File: config.mk
export PLATFORM = sky130hd
export DESIGN_NAME = seq_divider
export DESIGN_NICKNAME = d
export VERILOG_FILES = /design/src/rtl/div_pkg.sv /design/src/rtl/div_step.sv /design/src/rtl/seq_divider.sv
export SDC_FILE = /design/constraint.sdc
export NUM_CORES = 1
export LEC_CHECK = 0
export BUFFER_PORTS_ARGS = -buffer_cell sky130_fd_sc_hd__buf_2
export CAP_MARGIN = 25
export CORE_MARGIN = 2
export CORE_UTILIZATION = 50
export CTS_BUF_LIST = sky130_fd_sc_hd__clkbuf_4 sky130_fd_sc_hd__clkbuf_8 sky130_fd_sc_hd__clkbuf_16
export DETAILED_ROUTE_END_ITERATION = 10
export PLACE_DENSITY_LB_ADDON = 0.12
export SYNTH_ARGS = -nofsm -noshare
export SYNTH_HDL_FRONTEND = slang
export SYNTH_HIERARCHICAL = 1
export SYNTH_SLANG_ARGS = --single-unit
File: constraint.sdc
create_clock -name clock -period 8 [get_ports clock]
set_input_delay 0.8 -clock clock [delete_from_list [all_inputs] [get_ports clock]]
set_output_delay 0.8 -clock clock [all_outputs]
set_load 0.02 [all_outputs]
File: src/rtl/div_pkg.sv
// Shared types and helpers for the sequential restoring divider.
package div_pkg;

    typedef enum logic [1:0] {
        IDLE = 2'd0,
        RUN  = 2'd1,
        FIX  = 2'd2,
        DONE = 2'd3
    } div_state_e;

    localparam int unsigned DIV_WIDTH_DEFAULT = 32;

    // Width of the bit-position counter for a WIDTH-bit dividend.
    function automatic int unsigned cnt_width(input int unsigned width);
        return (width > 1) ? $clog2(width) : 1;
    endfunction

endpackage

File: src/rtl/div_step.sv
// Single combinational restoring-division step: shift in one dividend bit, trial subtract.
module div_step #(
    parameter int unsigned WIDTH = 32
) (
    input  logic [WIDTH-1:0] i_rem,
    input  logic             i_bit,
    input  logic [WIDTH-1:0] i_b,
    output logic [WIDTH-1:0] o_rem,
    output logic             o_q
);

    logic [WIDTH:0]   w_rem_t;
    logic [WIDTH-1:0] w_diff;

    assign w_rem_t = {i_rem, i_bit};
    assign o_q     = (w_rem_t >= {1'b0, i_b});
    // When the subtract succeeds the true difference is below b, so WIDTH bits suffice.
    assign w_diff  = w_rem_t[WIDTH-1:0] - i_b;
    assign o_rem   = o_q ? w_diff : w_rem_t[WIDTH-1:0];

endmodule

File: src/rtl/seq_divider.sv
// Multi-cycle restoring divider, one quotient bit per clock, with start/busy/done handshake.
// Define DIV_SIGNED_EN to add the signed_op input and the FIX (sign correction) state.
module seq_divider
    import div_pkg::*;
#(
    parameter int unsigned WIDTH = DIV_WIDTH_DEFAULT
) (
    input  logic             clock,
    input  logic             reset_n,
    input  logic             start,
`ifdef DIV_SIGNED_EN
    input  logic             signed_op,
`endif
    input  logic [WIDTH-1:0] a,
    input  logic [WIDTH-1:0] b,
    output logic             busy,
    output logic             done,
    output logic [WIDTH-1:0] q,
    output logic [WIDTH-1:0] r,
    output logic             div_by_zero
);

    localparam int unsigned CW = cnt_width(WIDTH);

    div_state_e       r_state;
    logic [CW-1:0]    r_count;
    logic [WIDTH-1:0] r_dvd;
    logic [WIDTH-1:0] r_dvs;
    logic [WIDTH-1:0] r_quo;
    logic [WIDTH-1:0] r_rem;
    logic             r_dbz_pend;
    logic             r_busy;
    logic             r_done;
    logic             r_dbz;
    logic [WIDTH-1:0] r_q;
    logic [WIDTH-1:0] r_r;

    logic [WIDTH-1:0] w_a_mag;
    logic [WIDTH-1:0] w_b_mag;
    logic [WIDTH-1:0] w_rem_next;
    logic             w_qbit;
    logic             w_accept;

`ifdef DIV_SIGNED_EN
    logic r_sgn;
    logic r_neg_q;
    logic r_neg_r;
    logic w_a_neg;
    logic w_b_neg;

    assign w_a_neg = signed_op & a[WIDTH-1];
    assign w_b_neg = signed_op & b[WIDTH-1];
    assign w_a_mag = w_a_neg ? -a : a;
    assign w_b_mag = w_b_neg ? -b : b;
`else
    assign w_a_mag = a;
    assign w_b_mag = b;
`endif

    assign w_accept = start & ~r_busy;

    div_step #(
        .WIDTH (WIDTH)
    ) u_step (
        .i_rem (r_rem),
        .i_bit (r_dvd[r_count]),
        .i_b   (r_dvs),
        .o_rem (w_rem_next),
        .o_q   (w_qbit)
    );

    always_ff @(posedge clock or negedge reset_n) begin
        if (!reset_n) begin
            r_state    <= IDLE;
            r_count    <= '0;
            r_dvd      <= '0;
            r_dvs      <= '0;
            r_quo      <= '0;
            r_rem      <= '0;
            r_dbz_pend <= 1'b0;
            r_busy     <= 1'b0;
            r_done     <= 1'b0;
            r_dbz      <= 1'b0;
            r_q        <= '0;
            r_r        <= '0;
`ifdef DIV_SIGNED_EN
            r_sgn      <= 1'b0;
            r_neg_q    <= 1'b0;
            r_neg_r    <= 1'b0;
`endif
        end else begin
            unique case (r_state)
                IDLE, DONE: begin
                    if (w_accept) begin
                        r_state    <= RUN;
                        r_busy     <= 1'b1;
                        r_done     <= 1'b0;
                        r_dbz      <= 1'b0;
                        r_count    <= CW'(WIDTH - 1);
                        r_rem      <= '0;
                        r_quo      <= '0;
                        r_dbz_pend <= (b == '0);
                        // On divide-by-zero the raw dividend is kept so r can return it as-is.
                        r_dvd      <= (b == '0) ? a : w_a_mag;
                        r_dvs      <= w_b_mag;
`ifdef DIV_SIGNED_EN
                        r_sgn      <= signed_op;
                        r_neg_q    <= w_a_neg ^ w_b_neg;
                        r_neg_r    <= w_a_neg;
`endif
                    end
                end
                RUN: begin
                    if (r_dbz_pend) begin
                        r_dbz_pend <= 1'b0;
                        r_q        <= '1;
                        r_r        <= r_dvd;
                        r_dbz      <= 1'b1;
                        r_done     <= 1'b1;
                        r_busy     <= 1'b0;
                        r_state    <= DONE;
                    end else begin
                        r_rem   <= w_rem_next;
                        r_quo   <= {r_quo[WIDTH-2:0], w_qbit};
                        r_count <= r_count - CW'(1);
                        if (r_count == '0) begin
`ifdef DIV_SIGNED_EN
                            if (r_sgn) begin
                                r_state <= FIX;
                            end else begin
                                r_q     <= {r_quo[WIDTH-2:0], w_qbit};
                                r_r     <= w_rem_next;
                                r_done  <= 1'b1;
                                r_busy  <= 1'b0;
                                r_state <= DONE;
                            end
`else
                            r_q     <= {r_quo[WIDTH-2:0], w_qbit};
                            r_r     <= w_rem_next;
                            r_done  <= 1'b1;
                            r_busy  <= 1'b0;
                            r_state <= DONE;
`endif
                        end
                    end
                end
`ifdef DIV_SIGNED_EN
                FIX: begin
                    r_q     <= r_neg_q ? -r_quo : r_quo;
                    r_r     <= r_neg_r ? -r_rem : r_rem;
                    r_done  <= 1'b1;
                    r_busy  <= 1'b0;
                    r_state <= DONE;
                end
`endif
                default: begin
                    r_state <= IDLE;
                    r_busy  <= 1'b0;
                end
            endcase
        end
    end

    assign busy        = r_busy;
    assign done        = r_done;
    assign q           = r_q;
    assign r           = r_r;
    assign div_by_zero = r_dbz;

endmodule

Yosys cells after proc, flatten, opt, wreduce, memory -nomap -nowiden

Index checks and enable logic that the tools add are counted.

$add $sub $neg: 2
Multiplexer cells: 31
$lt $le $gt $ge: 2
Reduce and logical (&&, ||, !) cells: 13
Equal/unequal tests: 6
Bitwise logic cells: 2

Operator list:

| kind                  | number |
|---|---|
| $mux W32              | 7 |
| $pmux W32 S2          | 1 |
| $pmux W31 S2          | 1 |
| $ge A33 B32 Y1        | 1 |
| $logic_not A32 Y1     | 1 |
| $sub A32 B32 Y32      | 1 |
| $mux W31              | 1 |
| $mux W5               | 2 |
| $pmux W5 S2           | 1 |
| $mux W1               | 9 |
| $reduce_and A3 Y1     | 3 |
| $pmux W1 S2           | 4 |
| $reduce_and A2 Y1     | 4 |
| $lt A5 B6 Y1 const B  | 1 |
| $mux W2               | 3 |
| $ne A2 B2 Y1 const B  | 3 |
| $bmux W1 S5           | 1 |
| $logic_not A5 Y1      | 1 |
| $sub A5 B1 Y5 const B | 1 |
| $pmux W2 S2           | 1 |
| $reduce_bool A2 Y1    | 2 |
| $ne A3 B3 Y1 const B  | 1 |
| $eq A2 B1 Y1 const B  | 1 |
| $eq A2 B2 Y1 const B  | 1 |
| other kinds (4)       | 4 |

Bits in registers: 202
Logic and storage cells: 68
Output and inout port bits: 67
Input port bits: 67

Logic depth before layout (Yosys ltp)

Depth in word-level cells: 6
Mapped depth: 21

Hierarchy

Netlist, hierarchy kept.

By module, submodules not included:

| module      | sequential area each (sq um) | area each (sq um) | cells an instance | instances |
|---|---|---|---|---|
| seq_divider | 5,054.8                      | 8,393.0           | 641               | 1 |
| div_step    | 0.0                          | 2,331.0           | 323               | 1 |

Least setup slack after synthesis

Ideal clock, no wire load.

Path type: register to register
Start point: reg r_count[1]
End point: reg r_r[30] (netlist: r[30])
Path buffers: 2
Cell stages (with the launch flop): 20
Arrival: 3.707 ns
Path slack: 4.211 ns
Cells stage by stage: dfrtp_1 buf_2 buf_2 mux2i_1 a22oi_1 nand3_1 nand4_1 inv_1 ha_1 fa_1 nor2b_1 o31a_1 o21ai_0 o31ai_1 a21oi_1 or3b_2 nand3_1 mux2_4 mux2i_1 o21ai_0

Cells in the longest elaborated chain, start to end: 6
Elaborated cells between the ends (all ways): 10
Those cells by class: add/sub (1); order compare (1); mux (5); reduce/logical (3)

RTL lines:

| what                                                      | RTL line                       | RTL |
|---|---|---|
| start, declared                                           | seq_divider.sv:26              | `logic [CW-1:0] r_count;` |
| start signal, assigned                                    | seq_divider.sv:99              | `r_count <= CW'(WIDTH - 1);` |
| start signal, assigned                                    | seq_divider.sv:125             | `r_count <= r_count - CW'(1);` |
| $bmux W1 S5 (*)                                           | seq_divider.sv:66              | `.i_bit (r_dvd[r_count]),` |
| $mux W1 (implied by the code) (*)                         | seq_divider.sv:66              |  |
| $sub A32 B32 Y32 / $ge A33 B32 Y1 (equally long branches) | div_step.sv:18, div_step.sv:16 |  |
| $mux W32 (*)                                              | div_step.sv:19                 | `assign o_rem = o_q ? w_diff : w_rem_t[WIDTH-1:0];` |
| net w_rem_next[30]                                        | seq_divider.sv:40              | `logic [WIDTH-1:0] w_rem_next;` |
| $mux W32 (*)                                              | seq_divider.sv:126             | `if (r_count == '0) begin` |
| $mux W32 (*)                                              | seq_divider.sv:114             | `if (r_dbz_pend) begin` |
| end signal, assigned                                      | seq_divider.sv:117             | `r_r <= r_dvd;` |
| end signal, assigned                                      | seq_divider.sv:139             | `r_r <= w_rem_next;` |
| end, declared                                             | seq_divider.sv:36              | `logic [WIDTH-1:0] r_r;` |

The timed path passes the listed nets; every way through them passes the cells marked *. The select of a mux whose other input is x is not followed.
A chain may end at the register's enable or synchronous reset.

Final worst setup path

Ends and elaborated chain as after synthesis.

==> key figures <==
Outcome
  – Status: finished clean

Synthesis
  – YS warnings: 6
  – Sequential fraction of the synthesis area: 0.471
  – Ys async rst share: 1.00
  – EDFF count, synth: 0
  – Post-Syn Area: 10700 sq um
  – Synth cell types: 62
  – Syn avg cell area: 11.1 sq um
  – Ys flop type: dfrtp_1
  – Mapped Cells: 964
  – Seq cells post-synth: 202
  – Synth Net Count: 1067

Route
  – Top sig layer: met4
  – WL met1: 13.4 mm
  – Routed wire length: 26.6 mm
  – Initial DRC count: 516
  – Vias: 7905
  – Avg Vias per Cell: 5.82
  – DR WL met3: 1.28 mm
  – Met2 wire length: 11.4 mm
  – WL/cell: 19.6 microns
  – Drt first pass iters: 4
  – ANT nets after route: 0
  – DRC: 0

Critical path
  – Reg2reg end: r[30]
  – Critical Path Start: r_count[1]
  – Setup CP Type: flip-flop to flip-flop
  – Register-to-register path setup slack: 3.28 ns
  – Worst reg2reg path depth: 17
  – Slowest-stage cell, CP: dfrtp_1
  – Critical Path Fanout Max: 17
  – Critical Path RT: 8.42 ns
  – CP Data Arrival Time: 5.14 ns
  – Largest stage delay, worst path: 0.92 ns
  – Crit path launch type: flip-flop
  – Reg-to-Reg Start: r_count[1]
  – Setup crit end kind: flip-flop
  – Worst-path cell chain: mux2i_1, a311oi_1, nand3_1, nand4_1, inv_1, ha_1, fa_1, nor2b_1, o31a_1, o21ai_0, o31ai_1, a21oi_1, or3b_2, nand3_1, mux2_4, mux2i_1, o21ai_0

Cells and area
  – Share of layout cells above drive strength 1: 0.274
  – Commonest non-fill, non-tap cell in the layout: dfrtp_1
  – Most frequent cells in the layout: dfrtp_1, buf_2, mux2_2
  – Nets: 1173
  – Syn-to-layout area delta: 15.1%
  – ANT cells: 0
  – FILL cells: 1796

Clocking
  – # resized after CTS: 0
  – Clock Pin Slew Worst Setup and Hold Paths: 0.06 ns
  – Clk buf depth: 3
  – Clk_lat worst skew: 0.51 ns
  – CTS Sinks: 202
  – CTS tree: built
  – H-tree depth: 1
  – Post-CTS Hold Buffers: 0
  – CTS root buf: clkbuf_16
  – Number of buffers added for setup after CTS: 0
  – Clock buffer count from CTS: 23

Floorplanning
  – Core ar.: 21000 sq um
  – Overall die area: 22600 sq um
  – I/O pin total: 134
  – Core Rows: 53
  – Die height: 150 microns
  – Die X: 150 microns
  – Initial cell density of the core: 0.510

Place
  – Final GP Congestion: 0.938
  – Final HPWL DP: 18.5 mm
  – Number of port buffers: 133

Timing
  – Tmin final: 4.72 ns
  – Worst Tran Pin Value: 1.01 ns
  – Period utilization: 0.590
  – Setup Skew: 0.0167 ns
  – Final setup violation count: 0
  – Final Max Slew Viols: 0
  – Slew margin rel.: 0.325
  – Fmax: 0.212 GHz
  – RSZ-0062 raised after global routing: no
  – Setup_tns: 0 ns
  – Final hold viol count: 0

GRT
  – Gr usage total: 0.238
  – Initial antenna violation count: 0
  – Grt ovf: 0
  – Largest net degree at the start of global routing: 76
  – Number of global-route vias before repair: 7685
  – First-pass GRT wire length: 42.7 mm

Power
  – PwrDens: 556 nW/um^2
  – Pwr Total: 6860 uW
  – Maximum vdd drop: 0.244 mV
  – Pleak: 0.00587 uW

Run
  – Maximum Capacitance Violations: 0

Worst hold path
  – Hold Crit Class: input port to asynchronous set/reset pin
critical path, delay by kind of cell (launching register included):
family / cells / cell delay [ns]
flip-flops: 1 / 0.92
AO/OA/AOI/OAI: 6 / 1.58
buffers and inverters: 1 / 0.08
AND/OR/NAND/NOR: 5 / 1.04
adder cells (fa/ha/maj): 2 / 0.62
multiplexers: 3 / 0.38
sequential cells by signal, summed over array words and instances (netlist names), 2 cells and up:
register / cells
r_dvs: 32
r_dvd: 32
r_quo: 31
q: 32
r_rem: 32
r_state: 2
r_count: 5
r: 32
Yosys cell counts, types with 9 or more instances:
library cell | n | area (sq um)
a22o_1 | 63 | 552
o22a_1 | 64 | 561
mux2_2 | 85 | 957
dfrtp_1 | 202 | 5050
mux2i_1 | 51 | 510
nand4_1 | 14 | 87.6
ha_1 | 35 | 438
nor2_1 | 28 | 105
inv_1 | 48 | 180
nor2b_1 | 10 | 62.6
clkbuf_1 | 34 | 128
buf_2 | 20 | 100
nand3_1 | 13 | 65.1
a21o_1 | 9 | 67.6
xnor2_1 | 18 | 158
a21oi_1 | 32 | 160
nand2_1 | 66 | 248
mux2_4 | 9 | 135
nor4_1 | 9 | 56.3
o21ai_0 | 49 | 245
cell type report:
cell class / instances / area (sq um) / area share
Clock inverter: 5 / 28.8 / 0.00233
Clock buffer: 34 / 696 / 0.0564
Tap cell: 275 / 344 / 0.0279
Timing Repair Buffer: 144 / 810 / 0.0656
Inverter: 49 / 184 / 0.0149
Sequential cell: 202 / 5060 / 0.410
Multi-Input combinational cell: 650 / 5220 / 0.423
worst max path at each step:
stage | slack [ns] | endpoint | cells past startpoint
2_1_floorplan | 4.21 | r[30] | 19
3_3_place_gp | 3.46 | r[30] | 17
3_5_place_dp | 3.32 | r[30] | 17
4_1_cts | 3.30 | r[30] | 17
5_1_grt | 2.87 | r[30] | 17
6_report | 3.28 | r[30] | 17
layer usage:
metal  vias up  global-route usage
met4         0              0.0533
met5         -                   0
met2       199               0.346
li1       3778                   -
met3        35              0.0339
met1      3893               0.374
kinds of logic after synthesis:
group                    share of synthesized area
buffers and inverters                       0.0438
AND/OR/NAND/NOR                             0.0772
XOR/XNOR                                    0.0212
multiplexers                                 0.149
AO/OA/AOI/OAI                                0.194
adder cells (fa/ha/maj)                     0.0427
flip-flops                                   0.471
power by group:
group          switching [uW]  internal (uW)  total [uW]  leakage (uW)
logic                    2070           1900        3970       0.00294
registers                 411           1480        1890       0.00255
clock network             410            598        1010      0.000370
per-stage QoR:
step                      instance area, sq um  setup WS, ns  instances   util  hold slack [ns]
after floorplan                          10700          4.21        964      -            0.440
after global placement                   11500          3.46       1317  0.549            0.462
after detailed placement                 11600          3.32       1318  0.550            0.466
after CTS                                12300          3.30       1357  0.585            0.279
after global routing                     12300          2.87       1359  0.587            0.313
final                                    12300          3.28       1359  0.587            0.264
Note: power is estimated with default switching activity, not from simulation.
